## src/rtl/weight_loader_pkg.sv

```systemverilog
// Shared PE package: weight word width default and the loader FSM state type.
package weight_loader_pkg;

   localparam int WEIGHT_PAR_DEFAULT = 4;

   typedef enum logic [1:0] {
      IDLE = 2'd0,
      LOAD = 2'd1,
      DONE = 2'd2
   } wl_state_e;

endpackage

```

## src/rtl/weight_loader.sv

```systemverilog
// weight_loader: streams chainLen weights from a valid/ready source into a
// PE weight shift chain, last-PE weight first.
// Optional feature: define WEIGHT_LOADER_ABORT_EN to add the abort input.
//
// state | meaning
// IDLE  | waiting for start, wReady low
// LOAD  | accepting weights, one shift pulse per accepted word
// DONE  | final shift pulse is on the chain, done high for this cycle
module weight_loader
   import weight_loader_pkg::*;
#(
   parameter int weightPar = WEIGHT_PAR_DEFAULT,
   parameter int chainLen  = 8
) (
   input  logic                 clk,
   input  logic                 rst_n,
`ifdef WEIGHT_LOADER_ABORT_EN
   input  logic                 abort,
`endif
   input  logic                 start,
   input  logic                 wValid,
   input  logic [weightPar-1:0] wData,
   output logic                 wReady,
   output logic [weightPar-1:0] weight,
   output logic                 weightLoad,
   output logic                 busy,
   output logic                 done
);

   localparam int CNT_W = $clog2(chainLen + 1);
   localparam logic [CNT_W-1:0] LAST_CNT = CNT_W'(chainLen - 1);

   wl_state_e            state_q;
   logic [CNT_W-1:0]     cnt_q;
   logic [weightPar-1:0] weight_q;
   logic                 wload_q;
   logic                 busy_q;
   logic                 done_q;
   logic                 xfer;
   logic                 abort_act;

`ifdef WEIGHT_LOADER_ABORT_EN
   assign abort_act = abort;
`else
   assign abort_act = 1'b0;
`endif

   // Ready is a pure decode of the state register, so wValid never reaches it.
   assign wReady = (state_q == LOAD);
   assign xfer   = wValid && wReady;

   assign weight     = weight_q;
   assign weightLoad = wload_q;
   assign busy       = busy_q;
   assign done       = done_q;

   // Sequencer: state, transfer counter and registered chain drive.
   always_ff @(posedge clk or negedge rst_n) begin
      if (!rst_n) begin
         state_q  <= IDLE;
         cnt_q    <= '0;
         weight_q <= '0;
         wload_q  <= 1'b0;
         busy_q   <= 1'b0;
         done_q   <= 1'b0;
      end else begin
         wload_q <= 1'b0;
         if (abort_act && (state_q != IDLE)) begin
            // Abort wins over a same-cycle transfer; weight keeps its value.
            state_q <= IDLE;
            cnt_q   <= '0;
            busy_q  <= 1'b0;
            done_q  <= 1'b0;
         end else begin
            if (xfer) begin
               weight_q <= wData;
               wload_q  <= 1'b1;
            end
            case (state_q)
               IDLE: begin
                  if (start) begin
                     state_q <= LOAD;
                     cnt_q   <= '0;
                     busy_q  <= 1'b1;
                  end
               end
               LOAD: begin
                  if (xfer) begin
                     cnt_q <= cnt_q + CNT_W'(1);
                     if (cnt_q == LAST_CNT) begin
                        state_q <= DONE;
                        done_q  <= 1'b1;
                     end
                  end
               end
               DONE: begin
                  state_q <= IDLE;
                  busy_q  <= 1'b0;
                  done_q  <= 1'b0;
               end
               default: begin
                  state_q <= IDLE;
                  busy_q  <= 1'b0;
                  done_q  <= 1'b0;
               end
            endcase
         end
      end
   end

endmodule
```

## config.mk

```make
export PLATFORM = sky130hd
export DESIGN_NAME = weight_loader
export DESIGN_NICKNAME = d
export VERILOG_FILES = /design/src/rtl/weight_loader_pkg.sv /design/src/rtl/weight_loader.sv
export SDC_FILE = /design/constraint.sdc
export NUM_CORES = 1
export LEC_CHECK = 0
export CAP_MARGIN = 15
export CORE_MARGIN = 1
export CORE_UTILIZATION = 25
export CTS_CLUSTER_SIZE = 20
export DETAILED_ROUTE_END_ITERATION = 8
export REMOVE_ABC_BUFFERS = 1
export SLEW_MARGIN = 20
export SYNTH_ARGS = -nofsm -noshare
export SYNTH_HDL_FRONTEND = slang
export SYNTH_SLANG_ARGS = --single-unit
```

## constraint.sdc

```tcl
create_clock -name clk -period 1.45 [get_ports clk]
set_input_delay 0.29 -clock clk [delete_from_list [all_inputs] [get_ports clk]]
set_output_delay 0.29 -clock clk [all_outputs]
set_load 0.02 [all_outputs]
```

# [Yosys cells after proc, flatten, opt, wreduce, memory -nomap -nowiden]
# Cells that the tools add are included.
[op_classes] n_addsub=1 bitwise=2 reduce_logical=7 eq_ne=5 n_mux=13
[op_table] operator="AND reduction 3 bit" count=3
[op_table] operator="two-way mux 4 bit" count=2
[op_table] operator="case mux 4 bit (2 select lines)" count=1
[op_table] operator="two-way mux 2 bit" count=3
[op_table] operator="adder 4 x 1 -> 4 bit, second input constant" count=1
[op_table] operator="equality test 4 x 3 -> 1 bit, second input constant" count=1
[op_table] operator="two-way mux 1 bit" count=4
[op_table] operator="!= test 2 x 1 -> 1 bit, second input constant" count=2
[op_table] operator="case mux 1 bit (2 select lines)" count=2
[op_table] operator="case mux 2 bit (2 select lines)" count=1
[op_table] operator="equality test 2 x 1 -> 1 bit, second input constant" count=1
[op_table] operator="logical NOT 2 bit" count=1
[op_table] operator="!= test 2 bit, second input constant" count=1
[op_table] operator="NOT 1 bit" count=2
[op_table] operator="AND reduction 2 bit" count=1
[op_table] operator="nonzero test 2 bit" count=1
[op_table] operator="logical AND 1 bit" count=1
[totals] inputBits=8 reg_bits=13 output_inout_bits=8 wordCells=34

# [Logic depth before layout (Yosys ltp)]
[depth] depth_word=4 ltp_mapped=4 ltp_nobuf=4

# [Worst setup path after synthesis]
# No wires, ideal clock.
[synth_timing] path_kind="register to register" from="register cnt_q[0]" to="register done_q (netlist: done)" n_path_buf=0 path_stages_with_launch=5 setup_time_ps=118 setup_slack_ps=178 t_required_ps=1332 arrival_time_ps=1154 synth_period_minus_slack_ps=1272 cell_sequence="dfrtp_1 ha_1 and4b_2 and2_1 a21o_1"
[synth_via] elab_chain_cells=3
[synth_lines] element="start: declaration" line="weight_loader.sv:34" rtl="logic [CNT_W-1:0] cnt_q;"
[synth_lines] element="start signal: assignment" line="weight_loader.sv:89" rtl="cnt_q <= cnt_q + CNT_W'(1);"
[synth_lines] element="equality test 4 x 3 -> 1 bit" line="weight_loader.sv:90" rtl="if (cnt_q == LAST_CNT) begin"
[synth_lines] element="!= test 2 x 1 -> 1 bit (no line)"
[synth_lines] element="AND reduction 3 bit (no line)"
[synth_lines] element="end signal: assignment" line="weight_loader.sv:92" rtl="done_q <= 1'b1;"
[synth_lines] element="end signal: assignment" line="weight_loader.sv:99" rtl="done_q <= 1'b0;"
[synth_lines] element="end signal: assignment" line="weight_loader.sv:104" rtl="done_q <= 1'b0;"
[synth_lines] element="end: declaration" line="weight_loader.sv:38" rtl="logic done_q;"
# Every way passes these cells.
# A chain may end at the register's enable or synchronous reset.

# [Final worst setup path]
[layout_timing] from="register state_q[1]" to="register weight_q[2] (netlist: weight[2])"
[layout_via] elab_chain_cells=2
[layout_lines] element="start: declaration" line="weight_loader.sv:33" rtl="wl_state_e state_q;"
[layout_lines] element="start signal: assignment" line="weight_loader.sv:60" rtl="state_q <= IDLE;"
[layout_lines] element="start signal: assignment" line="weight_loader.sv:70" rtl="state_q <= IDLE;"
[layout_lines] element="start signal: assignment" line="weight_loader.sv:82" rtl="state_q <= LOAD;"
[layout_lines] element="equality test 2 x 1 -> 1 bit" line="weight_loader.sv:49" rtl="assign wReady = (state_q == LOAD);"
[layout_lines] element="logical AND 1 bit" line="weight_loader.sv:50" rtl="assign xfer = wValid && wReady;"
[layout_lines] element="end signal: assignment" line="weight_loader.sv:76" rtl="weight_q <= wData;"
[layout_lines] element="end: declaration" line="weight_loader.sv:35" rtl="logic [weightPar-1:0] weight_q;"
# Every way passes these cells.

==> reports/results.txt <==
outcome: complete, no violations
Longest Clk Path Bufs: 2
Core Region: 2230 um^2
placed cell count: 95
count leader, synth: dfrtp_1
P_leak: 0.000420 uW
number of CTS-inserted buffers: 3
Die X-Extent: 50.7 um
Die Ht: 50.7 um
fin nets: 81
row cnt: 17
Critical Path AT: 1.49 ns
Clock Tree Root: clkbuf_4
VDD IR max: 1030 uV
synthesized area per cell: 13.2 um^2
Area growth, synth to finish: 43.7%
hold_ws: 0.314 ns
WP data required: 1.61 ns
final setup TNS: 0 ns
critical path launch point type: register
layout cells sized above 1: 28.2%
top-area cell type share of the netlist area: 54.9%
drt total wl: 1090 um
initial antenna violation count: 0
drc violations: 0
Tcrit/Tclk final: 91.8%
Port Buf Inserts: 15
area leader, netlist: dfrtp_1
CP Class: register to register
antenna viol nets, final: 0
synthesized area: 593 um^2
gr ovfl total: 0
CP max stage delay: 0.39 ns
main flop type after synthesis: dfrtp_1
final core utilization: 38.2%
Pins Over Slew Limit: 0
vias per cell: 4.29
Tmin final: 1.33 ns
clk_lat worst skew: 0.27 ns
vias in the first global route: 438
CTS clk-pin slew, worst paths: 0.07 ns
H-tree depth: 1
Final Setup Violations: 0
hpwl dp: 882 um
Final Hold Vio Count: 0
sequential share of the synthesized area: 54.9%
Routed wire per std cell: 11.0 um
Max Clock Skew: 0.000429 ns
largest net degree at the start of global routing: 14
Synth Warn #: 0
# IOs: 16
cell count after synthesis: 45
power density cells: 1860 nW/um^2
Async SR Flop Fraction: 100%
DR pass1 iterations: 4
Least-Margin Pin Slew: 0.277 ns
Worst slew margin: 81.3%
first-pass GRT wire length: 1820 um
Netlist cell types: 19
top cells by count, synth: 13 x dfrtp_1, 5 x inv_1, 4 x mux2_4
CTS Sinks: 13
GP Congestion: 0.705
Hold WC Path Type: primary input to asynchronous set/reset pin
max cap viols: 0
cts hold-fix bufs: 0
die area: 2570 um^2
crit path max fanout: 7
Seq cells post-synth: 13
Layout Cells excl Fill: 99
GR Util All Layers: 10.2%
main area contributors after synthesis: dfrtp_1 55%, mux2_4 10%, nand4_4 3.6%
Highest Clock Rate: 752 MHz
RSZ-0062 raised after global routing: false
Iteration-0 DRC Markers: 1
CTS tree: done
Vias: 425
ANT cells: 0
slowest CP cell: dfrtp_1
critical-path cell list: buf_4, and3b_1, buf_12, mux2_4
starting density of the core: 26.6%
crit path capture type: register
Post-synth EDFFs: 0
postcts setup bufs: 0
[path summary, 6_finish.rpt]
kind,from,slack [ns],depth (start not counted),end
min,rst_n,0.31,2,weight[1]
max reg2reg,state_q[1],0.12,4,weight[2]
max in group asynchronous,rst_n,0.98,2,state_q[1]
max,state_q[1],0.12,4,weight[2]
min in group clk,done,0.48,1,done
min reg2reg,done,0.48,1,done
[metal layers]
metal / GRT usage, % / part of all wire [%] / vias to the layer above
met5: 0 / 0 / -
li1: - / - / 208
met4: 4.17 / 0 / 0
met1: 11.8 / 46 / 208
met3: 5.45 / 3.8 / 0
met2: 15.6 / 50 / 9
[power breakdown]
part	internal, uW	total (uW)	switching [uW]
logic	406	776	369
clock network	107	216	110
registers	507	590	82.5
[sequential cells by signal, summed over array words and instances (netlist names)]
name / flops
weightLoad: 1
done: 1
busy: 1
weight: 4
state_q: 2
cnt_q: 4
[layout make-up]
class	instances	area (um^2)
Clock buffer	4	26.3
Timing Repair Buffer	23	209
Multi-Input combinational cell	26	238
Fill cell	240	1380
Tap cell	28	35.0
Sequential cell	13	325
Inverter	5	18.8
[cell families (layout without fill, tap and decap cells)]
group | count (synthesis) | count (layout) | synth area share (%)
AO/OA/AOI/OAI | 8 | 8 | 8.86
buffers and inverters | 6 | 32 | 5.06
AND/OR/NAND/NOR | 10 | 10 | 13.7
adder cells (fa/ha/maj) | 1 | 1 | 2.11
multiplexers | 7 | 7 | 15.4
flip-flops | 13 | 13 | 54.9
[critical path: cells and delay by family, from the launching register on]
family / cells / cell delay [ns]
buffers and inverters: 2 / 0.29
flip-flops: 1 / 0.39
multiplexers: 1 / 0.29
AND/OR/NAND/NOR: 1 / 0.25
[repair_timing]
action	CTS	global route
cloned	0	0
endpoints found under the setup margin	8	1
resized for setup	9	1
pin swaps	0	0
[per-stage QoR]
stage               total power (uW)  setup WS (ns)  instance area [um^2]
finish                          1580          0.120                   852
CTS                             1610         0.0134                   857
global route                    1680         0.0776                   852
floorplan                       1050          0.178                   582
detailed placement              1460         -0.111                   840
global placement                1440         -0.104                   840
[cell usage in the layout (no fill, tap or decap), drive strengths merged]
cell	instances
nand4	1
clkbuf	5
o22ai	2
and2	1
clkdlybuf4s50	7
mux2i	2
nand2	3
o21ai	3
mux2	5
a21o	1
buf	8
or2b	1
dfrtp	13
a22o	2
inv	5
dlygate4sd2	7
and3b	1
or3b	1
nor2b	1
ha	1
and4b	1
Note: power is estimated with default switching activity, not from simulation.
